`config.mk`:
```
export PLATFORM = sky130hd
export DESIGN_NAME = icache_refill_unit
export DESIGN_NICKNAME = d
export VERILOG_FILES = /design/src/rtl/icache_refill_unit_pkg.sv /design/src/rtl/icache_refill_unit.sv
export SDC_FILE = /design/constraint.sdc
export NUM_CORES = 1
export LEC_CHECK = 0
export CAP_MARGIN = 20
export CORE_ASPECT_RATIO = 0.8
export CORE_MARGIN = 10
export CORE_UTILIZATION = 40
export CTS_CLUSTER_SIZE = 10
export DETAILED_ROUTE_END_ITERATION = 7
export GPL_TIMING_DRIVEN = 0
export PLACE_DENSITY = 0.82
export SYNTH_ARGS = -nofsm -noshare
export SYNTH_HDL_FRONTEND = slang
export SYNTH_SLANG_ARGS = --single-unit
```
`constraint.sdc`:
```
create_clock -name i_clk -period 2 [get_ports i_clk]
set_clock_uncertainty 0.05 [all_clocks]
set_input_delay 0.4 -clock i_clk [delete_from_list [all_inputs] [get_ports i_clk]]
set_output_delay 0.4 -clock i_clk [all_outputs]
set_load 0.02 [all_outputs]
```
`src/rtl/icache_refill_unit_pkg.sv`:
```
// Shared ICache refill definitions: line geometry, refill FSM states and AXI encodings.
// PROC_PALEN sets the physical address width core-wide (32 when not defined elsewhere).
`ifndef PROC_PALEN
`define PROC_PALEN 32
`endif

package icache_refill_unit_pkg;

   localparam int PALEN             = `PROC_PALEN;
   localparam int ICACHE_LINE_WORDS = 4;
   localparam int ICACHE_OFF_W      = $clog2(ICACHE_LINE_WORDS * 4);

   localparam logic [1:0] AXI_BURST_INCR      = 2'b01;
   localparam logic [2:0] AXI_SIZE_4B         = 3'b010;
   localparam int         AXI_RESP_SLVERR_BIT = 1;

   typedef enum logic [1:0] {
      ST_IDLE = 2'd0,
      ST_AR   = 2'd1,
      ST_R    = 2'd2,
      ST_RESP = 2'd3
   } refill_state_e;

   // SLVERR and DECERR both carry bit 1 of the response code.
   function automatic logic resp_is_err(input logic [1:0] resp);
      return resp[AXI_RESP_SLVERR_BIT];
   endfunction

endpackage

```
`src/rtl/icache_refill_unit.sv`:
```
// ICache miss refill: one AXI4 INCR read burst per miss, assembled into a line buffer.
// Optional single-word uncached fetch is enabled by defining ICACHE_REFILL_UNCACHED_EN.
module icache_refill_unit
   import icache_refill_unit_pkg::*;
#(
   parameter int         LINE_WORDS = ICACHE_LINE_WORDS,
   parameter logic [3:0] AXI_ID     = 4'd0
) (
   input  logic                    i_clk,
   input  logic                    i_a_rst_n,
   // ICache miss request / line response
   input  logic                    i_req_valid,
   output logic                    o_req_ready,
   input  logic [PALEN-1:0]        i_req_paddr,
`ifdef ICACHE_REFILL_UNCACHED_EN
   input  logic                    i_req_uncached,
`endif
   output logic                    o_resp_valid,
   input  logic                    i_resp_ready,
   output logic [LINE_WORDS*32-1:0] o_resp_data,
   output logic                    o_resp_err,
   // AXI4 read address channel
   output logic                    o_axi_ar_valid,
   input  logic                    i_axi_ar_ready,
   output logic [3:0]              o_axi_ar_id,
   output logic [PALEN-1:0]        o_axi_ar_addr,
   output logic [7:0]              o_axi_ar_len,
   output logic [2:0]              o_axi_ar_size,
   output logic [1:0]              o_axi_ar_burst,
   output logic                    o_axi_ar_lock,
   output logic [3:0]              o_axi_ar_cache,
   output logic [2:0]              o_axi_ar_prot,
   output logic [3:0]              o_axi_ar_qos,
   output logic                    o_axi_ar_user,
   // AXI4 read data channel
   input  logic                    i_axi_r_valid,
   output logic                    o_axi_r_ready,
   input  logic [3:0]              i_axi_r_id,
   input  logic [31:0]             i_axi_r_data,
   input  logic [1:0]              i_axi_r_resp,
   input  logic                    i_axi_r_last,
   input  logic                    i_axi_r_user,
   // AXI4 write address channel (tied off)
   output logic                    o_axi_aw_valid,
   input  logic                    i_axi_aw_ready,
   output logic [3:0]              o_axi_aw_id,
   output logic [PALEN-1:0]        o_axi_aw_addr,
   output logic [7:0]              o_axi_aw_len,
   output logic [2:0]              o_axi_aw_size,
   output logic [1:0]              o_axi_aw_burst,
   output logic                    o_axi_aw_lock,
   output logic [3:0]              o_axi_aw_cache,
   output logic [2:0]              o_axi_aw_prot,
   output logic [3:0]              o_axi_aw_qos,
   output logic                    o_axi_aw_user,
   // AXI4 write data channel (tied off)
   output logic                    o_axi_w_valid,
   input  logic                    i_axi_w_ready,
   output logic [31:0]             o_axi_w_data,
   output logic [3:0]              o_axi_w_strb,
   output logic                    o_axi_w_last,
   output logic                    o_axi_w_user,
   // AXI4 write response channel (always accepted)
   input  logic                    i_axi_b_valid,
   output logic                    o_axi_b_ready,
   input  logic [3:0]              i_axi_b_id,
   input  logic [1:0]              i_axi_b_resp,
   input  logic                    i_axi_b_user
);

   localparam int OFF   = $clog2(LINE_WORDS * 4);
   localparam int CNT_W = $clog2(LINE_WORDS);

   refill_state_e             r_state;
   refill_state_e             w_state_nxt;
   logic [PALEN-1:0]          r_ar_addr;
   logic [7:0]                r_ar_len;
   logic [CNT_W-1:0]          r_beat_cnt;
   logic [LINE_WORDS*32-1:0]  r_line;
   logic                      r_err;

   logic [PALEN-1:0]          w_req_addr;
   logic [7:0]                w_req_len;
   logic [CNT_W-1:0]          w_wr_idx;
   logic [CNT_W-1:0]          w_last_cnt;
   logic                      w_unused;

`ifdef ICACHE_REFILL_UNCACHED_EN
   logic                      r_uc;
   logic [CNT_W-1:0]          r_uc_idx;

   assign w_req_addr = i_req_uncached ? {i_req_paddr[PALEN-1:2], 2'b00}
                                      : {i_req_paddr[PALEN-1:OFF], {OFF{1'b0}}};
   assign w_req_len  = i_req_uncached ? 8'd0 : 8'(LINE_WORDS - 1);
   // An uncached word lands at its normal line offset so the ICache reads it in place.
   assign w_wr_idx   = r_uc ? r_uc_idx : r_beat_cnt;
   assign w_last_cnt = r_uc ? CNT_W'(0) : CNT_W'(LINE_WORDS - 1);
   assign w_unused   = ^{i_axi_r_id, i_axi_r_user, i_axi_aw_ready, i_axi_w_ready,
                         i_axi_b_valid, i_axi_b_id, i_axi_b_resp, i_axi_b_user,
                         i_req_paddr[1:0]};
`else
   assign w_req_addr = {i_req_paddr[PALEN-1:OFF], {OFF{1'b0}}};
   assign w_req_len  = 8'(LINE_WORDS - 1);
   assign w_wr_idx   = r_beat_cnt;
   assign w_last_cnt = CNT_W'(LINE_WORDS - 1);
   assign w_unused   = ^{i_axi_r_id, i_axi_r_user, i_axi_aw_ready, i_axi_w_ready,
                         i_axi_b_valid, i_axi_b_id, i_axi_b_resp, i_axi_b_user,
                         i_req_paddr[OFF-1:0]};
`endif

   // Refill FSM state register.
   always_ff @(posedge i_clk or negedge i_a_rst_n) begin
      if (!i_a_rst_n) begin
         r_state <= ST_IDLE;
      end else begin
         r_state <= w_state_nxt;
      end
   end

   // Refill FSM next-state decode.
   always_comb begin
      w_state_nxt = r_state;
      case (r_state)
         ST_IDLE: begin
            if (i_req_valid) w_state_nxt = ST_AR;
            else             w_state_nxt = ST_IDLE;
         end
         ST_AR: begin
            if (i_axi_ar_ready) w_state_nxt = ST_R;
            else                w_state_nxt = ST_AR;
         end
         ST_R: begin
            if (i_axi_r_valid && i_axi_r_last) w_state_nxt = ST_RESP;
            else                               w_state_nxt = ST_R;
         end
         ST_RESP: begin
            if (i_resp_ready) w_state_nxt = ST_IDLE;
            else              w_state_nxt = ST_RESP;
         end
         default: w_state_nxt = ST_IDLE;
      endcase
   end

   // Request latch, beat assembly and error accumulation.
   always_ff @(posedge i_clk or negedge i_a_rst_n) begin
      if (!i_a_rst_n) begin
         r_ar_addr  <= '0;
         r_ar_len   <= 8'd0;
         r_beat_cnt <= '0;
         r_line     <= '0;
         r_err      <= 1'b0;
`ifdef ICACHE_REFILL_UNCACHED_EN
         r_uc       <= 1'b0;
         r_uc_idx   <= '0;
`endif
      end else begin
         case (r_state)
            ST_IDLE: begin
               if (i_req_valid) begin
                  r_ar_addr  <= w_req_addr;
                  r_ar_len   <= w_req_len;
                  r_beat_cnt <= '0;
                  r_err      <= 1'b0;
`ifdef ICACHE_REFILL_UNCACHED_EN
                  r_uc       <= i_req_uncached;
                  r_uc_idx   <= i_req_paddr[OFF-1:2];
`endif
               end
            end
            ST_R: begin
               if (i_axi_r_valid) begin
                  r_line[{w_wr_idx, 5'd0} +: 32] <= i_axi_r_data;
                  r_beat_cnt <= r_beat_cnt + CNT_W'(1);
                  // A short burst leaves stale words behind, so it is reported as an error.
                  r_err <= r_err | resp_is_err(i_axi_r_resp)
                         | (i_axi_r_last && (r_beat_cnt != w_last_cnt));
               end
            end
            default: begin
            end
         endcase
      end
   end

   assign o_req_ready    = (r_state == ST_IDLE);
   assign o_resp_valid   = (r_state == ST_RESP);
   assign o_resp_data    = r_line;
   assign o_resp_err     = r_err;

   assign o_axi_ar_valid = (r_state == ST_AR);
   assign o_axi_ar_id    = AXI_ID;
   assign o_axi_ar_addr  = r_ar_addr;
   assign o_axi_ar_len   = r_ar_len;
   assign o_axi_ar_size  = AXI_SIZE_4B;
   assign o_axi_ar_burst = AXI_BURST_INCR;
   assign o_axi_ar_lock  = 1'b0;
   assign o_axi_ar_cache = 4'b0000;
   assign o_axi_ar_prot  = 3'b000;
   assign o_axi_ar_qos   = 4'b0000;
   assign o_axi_ar_user  = 1'b0;
   assign o_axi_r_ready  = (r_state == ST_R);

   assign o_axi_aw_valid = 1'b0;
   assign o_axi_aw_id    = 4'd0;
   assign o_axi_aw_addr  = '0;
   assign o_axi_aw_len   = 8'd0;
   assign o_axi_aw_size  = 3'd0;
   assign o_axi_aw_burst = 2'd0;
   assign o_axi_aw_lock  = 1'b0;
   assign o_axi_aw_cache = 4'd0;
   assign o_axi_aw_prot  = 3'd0;
   assign o_axi_aw_qos   = 4'd0;
   assign o_axi_aw_user  = 1'b0;
   assign o_axi_w_valid  = 1'b0;
   assign o_axi_w_data   = 32'd0;
   assign o_axi_w_strb   = 4'd0;
   assign o_axi_w_last   = 1'b0;
   assign o_axi_w_user   = 1'b0;
   assign o_axi_b_ready  = 1'b1;

endmodule

```
==> key figures <==
Outcome
  • Status: finished, final reports clean

Timing
  • Fmax: 519.5 MHz
  • Max-slew headroom at the worst pin: 0.5567
  • Unrepaired setup endpoints after global routing: false
  • Hold_ws: 0.3215 ns
  • Max Slew Vio Count: 0
  • Final WS setup: 0.07491 ns
  • Worst slew pin tran: 0.6600 ns
  • Final Setup Violations: 0
  • Minimum clock period: 1.925 ns
  • Hold violation count in the final report: 0
  • Final worst-path cycle share: 0.9625

Floorplanning
  • DIE AREA: 0.02380 sq mm
  • FP Rows: 43
  • Die W: 170.0 um
  • Initial Utilization: 0.4118
  • Core area: 0.01749 sq mm
  • Die height: 140.0 um
  • # IOs: 386

Worst setup path
  • CP max stage delay: 0.68 ns
  • Worst-path cell with the longest stage delay: clkdlybuf4s50_1
  • Crit-path leading delay family: buffers and inverters
  • CP required: 1.55 ns
  • Critical Path Source Type: flop
  • Kind of critical path: reg2out
  • Largest fanout on the critical path: 2
  • CP Buf/Inv Count: 1
  • Data arrival, critical path: 1.48 ns
  • Cell breakdown of the critical path: clkdlybuf4s50_1
  • Crit. End Element: primary output

GRT
  • Vias in the first global route: 5905
  • GRT Total Usage: 0.1938
  • GR Overflow Total: 0
  • Initial antenna violation count: 0
  • First-pass GRT wire length: 35680 um
  • Largest net degree at the start of global routing: 121

Finish
  • Layout Utilization: 0.6308
  • Non-Filler Instances: 1226
  • Final Net Count: 1083
  • Layout area overhead: 53.19%
  • # fillers: 1368
  • Ant diodes: 0
  • Fraction of layout cells with a size suffix above 1: 0.2458

Synth
  • Synth Flop Type: dfrtp_1
  • Syn Inst Count: 599
  • Avg Cell Area, Syn: 12.02 sq um
  • Register area share after synthesis: 0.5630
  • Post-synth cell types: 35
  • Syn Std Cell Area: 0.007201 sq mm
  • Fraction of registers with async set/reset: 1.000
  • Number of flops mapped to enable cells by yosys: 0
  • Synth warn: 0
  • Yosys reg bits: 162

Placement
  • I/O Buffers: 229
  • Cells after DPL: 1187
  • Final HPWL DP: 17950 um
  • Final GP Congestion: 0.7856
  • Setup Slack @ Placement: -0.4467 ns

Clocking
  • CTS tree: done
  • H-Tree Depth: 4
  • Clock Latency Late Sink: 0.43 ns
  • CTS Buffer Depth: 2
  • Clk slew on worst S/H paths: 0.06 ns
  • Cts bufs inserted: 17
  • Root Driver: clkbuf_16
  • Clk sinks: 162

Detailed routing
  • DR WL/cell: 19.39 um
  • DRC violations left: 0
  • DR iter-0 viols: 367
  • DRT antenna net count: 0
  • Drt pass-1 iters: 5
  • Vias per Instance: 4.620
  • Drt total wl: 23770 um
  • Routed via count: 5664

Power
  • Worst vdd ir: 0.8296 mV
  • Leakage: 5.385 nW
  • Power Dens Cells: 1171 mW/mm^2

Run
  • Max-Cap Viols: 0

Hold path
  • Min-Delay Path Class: in2reg
==> layer usage <==
layer  GRT usage  wire length (um)  part of all wire
met4     0.04424               214            0.0090
met2      0.3272             11990              0.50
met5           0                 0                 0
met1      0.2260              9356              0.39
met3     0.07779              2210             0.093
==> kinds of logic (layout without fill, tap and decap cells) <==
family	after synthesis	count (layout)	share of synthesized area
adders and majority gates	6	6	0.01043
AOI/OAI and AO/OA	138	138	0.1470
and+or+nand+nor	91	91	0.06777
other	2	135	0.001043
buffers and inverters	172	441	0.1670
muxes	28	28	0.04379
DFF	162	162	0.5630
==> timing repair <==
action,4_1_cts,5_1_grt
hold buffers,1,0
buffers inserted,7,0
endpoints found under the setup margin,130,131
resized for setup,25,24
pin swaps,3,1
hold endpoints to repair,42,0
==> worst min-delay path, cell delays in order <==
cell and delay, ns:
buf_4 0.15, a21oi_1 0.12, o22ai_1 0.08
==> cell usage after synthesis (all sizes together) (3+ instances only) <==
cell type  count  area [sq um]
a22o          97         849.6
buf          153          1131
clkbuf        16         60.06
dfrtp        162          4054
ha             6         75.07
inv            3         11.26
mux2          28         315.3
nand2         68         255.2
nand4b         4         56.30
nor2           3         11.26
nor2b          3         18.77
o21ai         37         185.2
==> worst paths after layout <==
check | depth (start not counted) | slack [ns] | from | end
worst max-delay path | 1 | 0.07 | o_resp_data[95] | o_resp_data[95]
worst max register to register | 4 | 0.07 | r_state[1] | o_axi_ar_addr[12]
max in group asynchronous | 3 | 0.59 | i_a_rst_n | r_state[0]
worst min register to register | 2 | 0.43 | o_resp_data[3] | o_resp_data[3]
min in group asynchronous | 2 | 0.40 | i_a_rst_n | o_resp_data[57]
worst min-delay path | 3 | 0.32 | i_axi_r_valid | r_state[0]
==> power breakdown <==
| part | internal [mW] | total (mW) | leakage, nW | switching [mW] |
|---|---|---|---|---|
| logic | 2.37 | 5.10 | 2.91 | 2.73 |
| clock network | 2.04 | 3.38 | 0.295 | 1.34 |
| registers | 4.02 | 4.44 | 2.18 | 0.418 |
==> cell type report <==
class | count | area [sq um] | area share
clock inverter | 10 | 146.4 | 0.01327
multi-input combinational | 398 | 2470 | 0.2239
tap | 225 | 281.5 | 0.02552
inverter | 3 | 13.76 | 0.001248
timing repair buffer | 238 | 2370 | 0.2148
clock buffer | 21 | 460.4 | 0.04174
sequential | 162 | 4056 | 0.3677
buffer | 169 | 1232 | 0.1117
==> sequential cells by signal, indices dropped and copies added, names as in the netlist <==
signal,flops
o_resp_data,128
o_axi_ar_len,1
o_axi_ar_addr,28
o_resp_err,1
r_beat_cnt,2
r_state,2
==> layout by cell type, fill, tap and decap left out, types with 4 or more instances in the layout <==
master	instances
o21ai_0	29
nand2_1	68
o21ai_1	8
mux2_2	28
inv_6	4
clkbuf_1	11
dfrtp_1	160
buf_4	150
buf_6	6
conb_1	135
clkbuf_16	17
clkbuf_2	7
a22o_1	97
ha_1	4
clkdlybuf4s50_1	223
buf_2	7
==> metrics by stage <==
stage | cell area (sq um) | total power, mW | TNS, ns
CTS | 11020 | 12.98 | -0.3062
detailed placement | 10310 | 9.471 | -46.35
global route | 11030 | 13.57 | 0
finish | 11030 | 12.92 | 0
floorplan | 7700 | 7.165 | 0
global placement | 10270 | 9.368 | -1042.00
Note: power is estimated with default switching activity, not from simulation.
==> RTL change, RTL diff (config.mk and constraints unchanged) <==
Change the package constant `ICACHE_LINE_WORDS` from 4 to 8.
--- a/src/rtl/icache_refill_unit_pkg.sv
+++ b/src/rtl/icache_refill_unit_pkg.sv
@@ -7,7 +7,7 @@
 package icache_refill_unit_pkg;
 
    localparam int PALEN             = `PROC_PALEN;
-   localparam int ICACHE_LINE_WORDS = 4;
+   localparam int ICACHE_LINE_WORDS = 8;
    localparam int ICACHE_OFF_W      = $clog2(ICACHE_LINE_WORDS * 4);
 
    localparam logic [1:0] AXI_BURST_INCR      = 2'b01;
Ports: changed (resized o_resp_data); port bits go from 386 to 514. The function was not compared with the original's and may differ.
==> RTL change against the unedited design <==
- the flow now finishes with violations (negative setup slack)
- sequential power up 65%
- sequential cell count is 128 higher
- worst setup slack got worse by 0.28 ns
- total power is 59% higher
- design area increased by 85%
- area after synthesis rose by 79%
- wire length up 92%
- global-route usage grew 1.8 points
- sequential share of layout area decreased by 1.3 points
- critical path type is now reg -> reg
- critical endpoint is now o_resp_data[60]
- highest routed layer unchanged
==> RTL change: results <==
{
  "synth_cell_type_count": 31,
  "dpl_cell_area_um2": 17900,
  "run_status": "finished, violations left",
  "synth_compound_area_share_pct": 0.447,
  "dp_hpwl_um": 31400,
  "wirelength_um": 45500,
  "slowest_stage": "dfrtp_1",
  "synthTopCellsByArea": "dfrtp_1 56%, mux2_2 13%, mux2_1 9.3%",
  "drtIter0Drc": 467,
  "hold_path_class": "in -> async",
  "setup-tns-final_ns": -21.44,
  "setup_ws_ns": -0.205,
  "reg2reg_depth": 9,
  "leakage_nw": 11.0,
  "synth_common_cells": "290 x dfrtp_1, 148 x mux2_2, 140 x buf_4",
  "cts_buffer_depth": 3,
  "ctsResizeCount": 219,
  "synthCells": 903,
  "finalSetupViolCount": 212,
  "wl_per_cell_um": 23.8,
  "use_met2_pct": 36.6,
  "grt_pass1_vias": 9675,
  "synthAdderAreaFrac_pct": 0.777,
  "crit_arrival_ns": 2.54,
  "met3_usage_pct": 6.95,
  "finalWeightedCongestion": 0.751,
  "insertion_delay_ns": 0.50,
  "dr.pass1.iters": 4,
  "largest_reg_flops": 256,
  "port_buffers": 357,
  "grt_start_max_net_pins": 110,
  "synth_mux_area_share_pct": 25.7,
  "htreeDepth": 2,
  "slowest_delay_ns": 0.35,
  "ir_drop_mv": 0.922,
  "violations": "negative setup slack",
  "grt_pass1_wl_um": 63900,
  "vias_per_cell": 4.69
}
RTL change: power by group:
part,internal (W),leakage (nW),switching (W)
logic,0.00374,6.61,0.00380
clock network,0.00335,0.479,0.00231
registers,0.00680,3.93,0.000519
RTL change: layout make-up:
| cell class | instances | area (um2) | share of cell area (%) |
|---|---|---|---|
| sequential | 290 | 7260 | 35.5 |
| clock inverter | 1 | 5.00 | 0.0245 |
| timing repair buffer | 413 | 4560 | 22.3 |
| clock buffer | 43 | 968 | 4.73 |
| multi-input combinational | 560 | 5500 | 26.9 |
| buffer | 178 | 1630 | 7.96 |
| inverter | 4 | 17.5 | 0.0856 |
| tap | 420 | 526 | 2.57 |
| antenna | 1 | 2.50 | 0.0122 |
RTL change: cell families (layout without fill, tap and decap cells):
group	after synthesis	in the layout
AO/OA/AOI/OAI	9	9
adder cells (fa/ha/maj)	8	8
buffers and inverters	186	639
flip-flops	290	290
multiplexers	284	284
other	2	136
AND/OR/NAND/NOR	124	124
RTL change: metal layers:
layer | routed length [um] | vias to the layer above | share of wire (%)
li1 | - | 3950 | -
met3 | 3880 | 54 | 8.5
met4 | 903 | 0 | 2.0
met1 | 17600 | 4615 | 39
met5 | 0 | - | 0
met2 | 23100 | 330 | 51
RTL change: through the flow:
step	worst slack, ns	hold slack, ns	utilization (%)
after global placement	-13.03	0.417	56.4
after floorplan	-0.0352	0.0544	-
after global routing	-0.256	0.438	64.8
after detailed placement	-0.931	0.394	56.6
final	-0.205	0.434	64.8
after CTS	-0.137	0.429	63.1
RTL change: worst max-delay path, delay by kind of cell, from the launching register on:
kind                       cells  cell delay (ns)
DFF                            1             0.35
and+or+nand+nor                1             0.22
buffers and inverters          4             0.47
adders and majority gates      2             0.45
AOI/OAI and AO/OA              1             0.22
muxes                          1             0.31
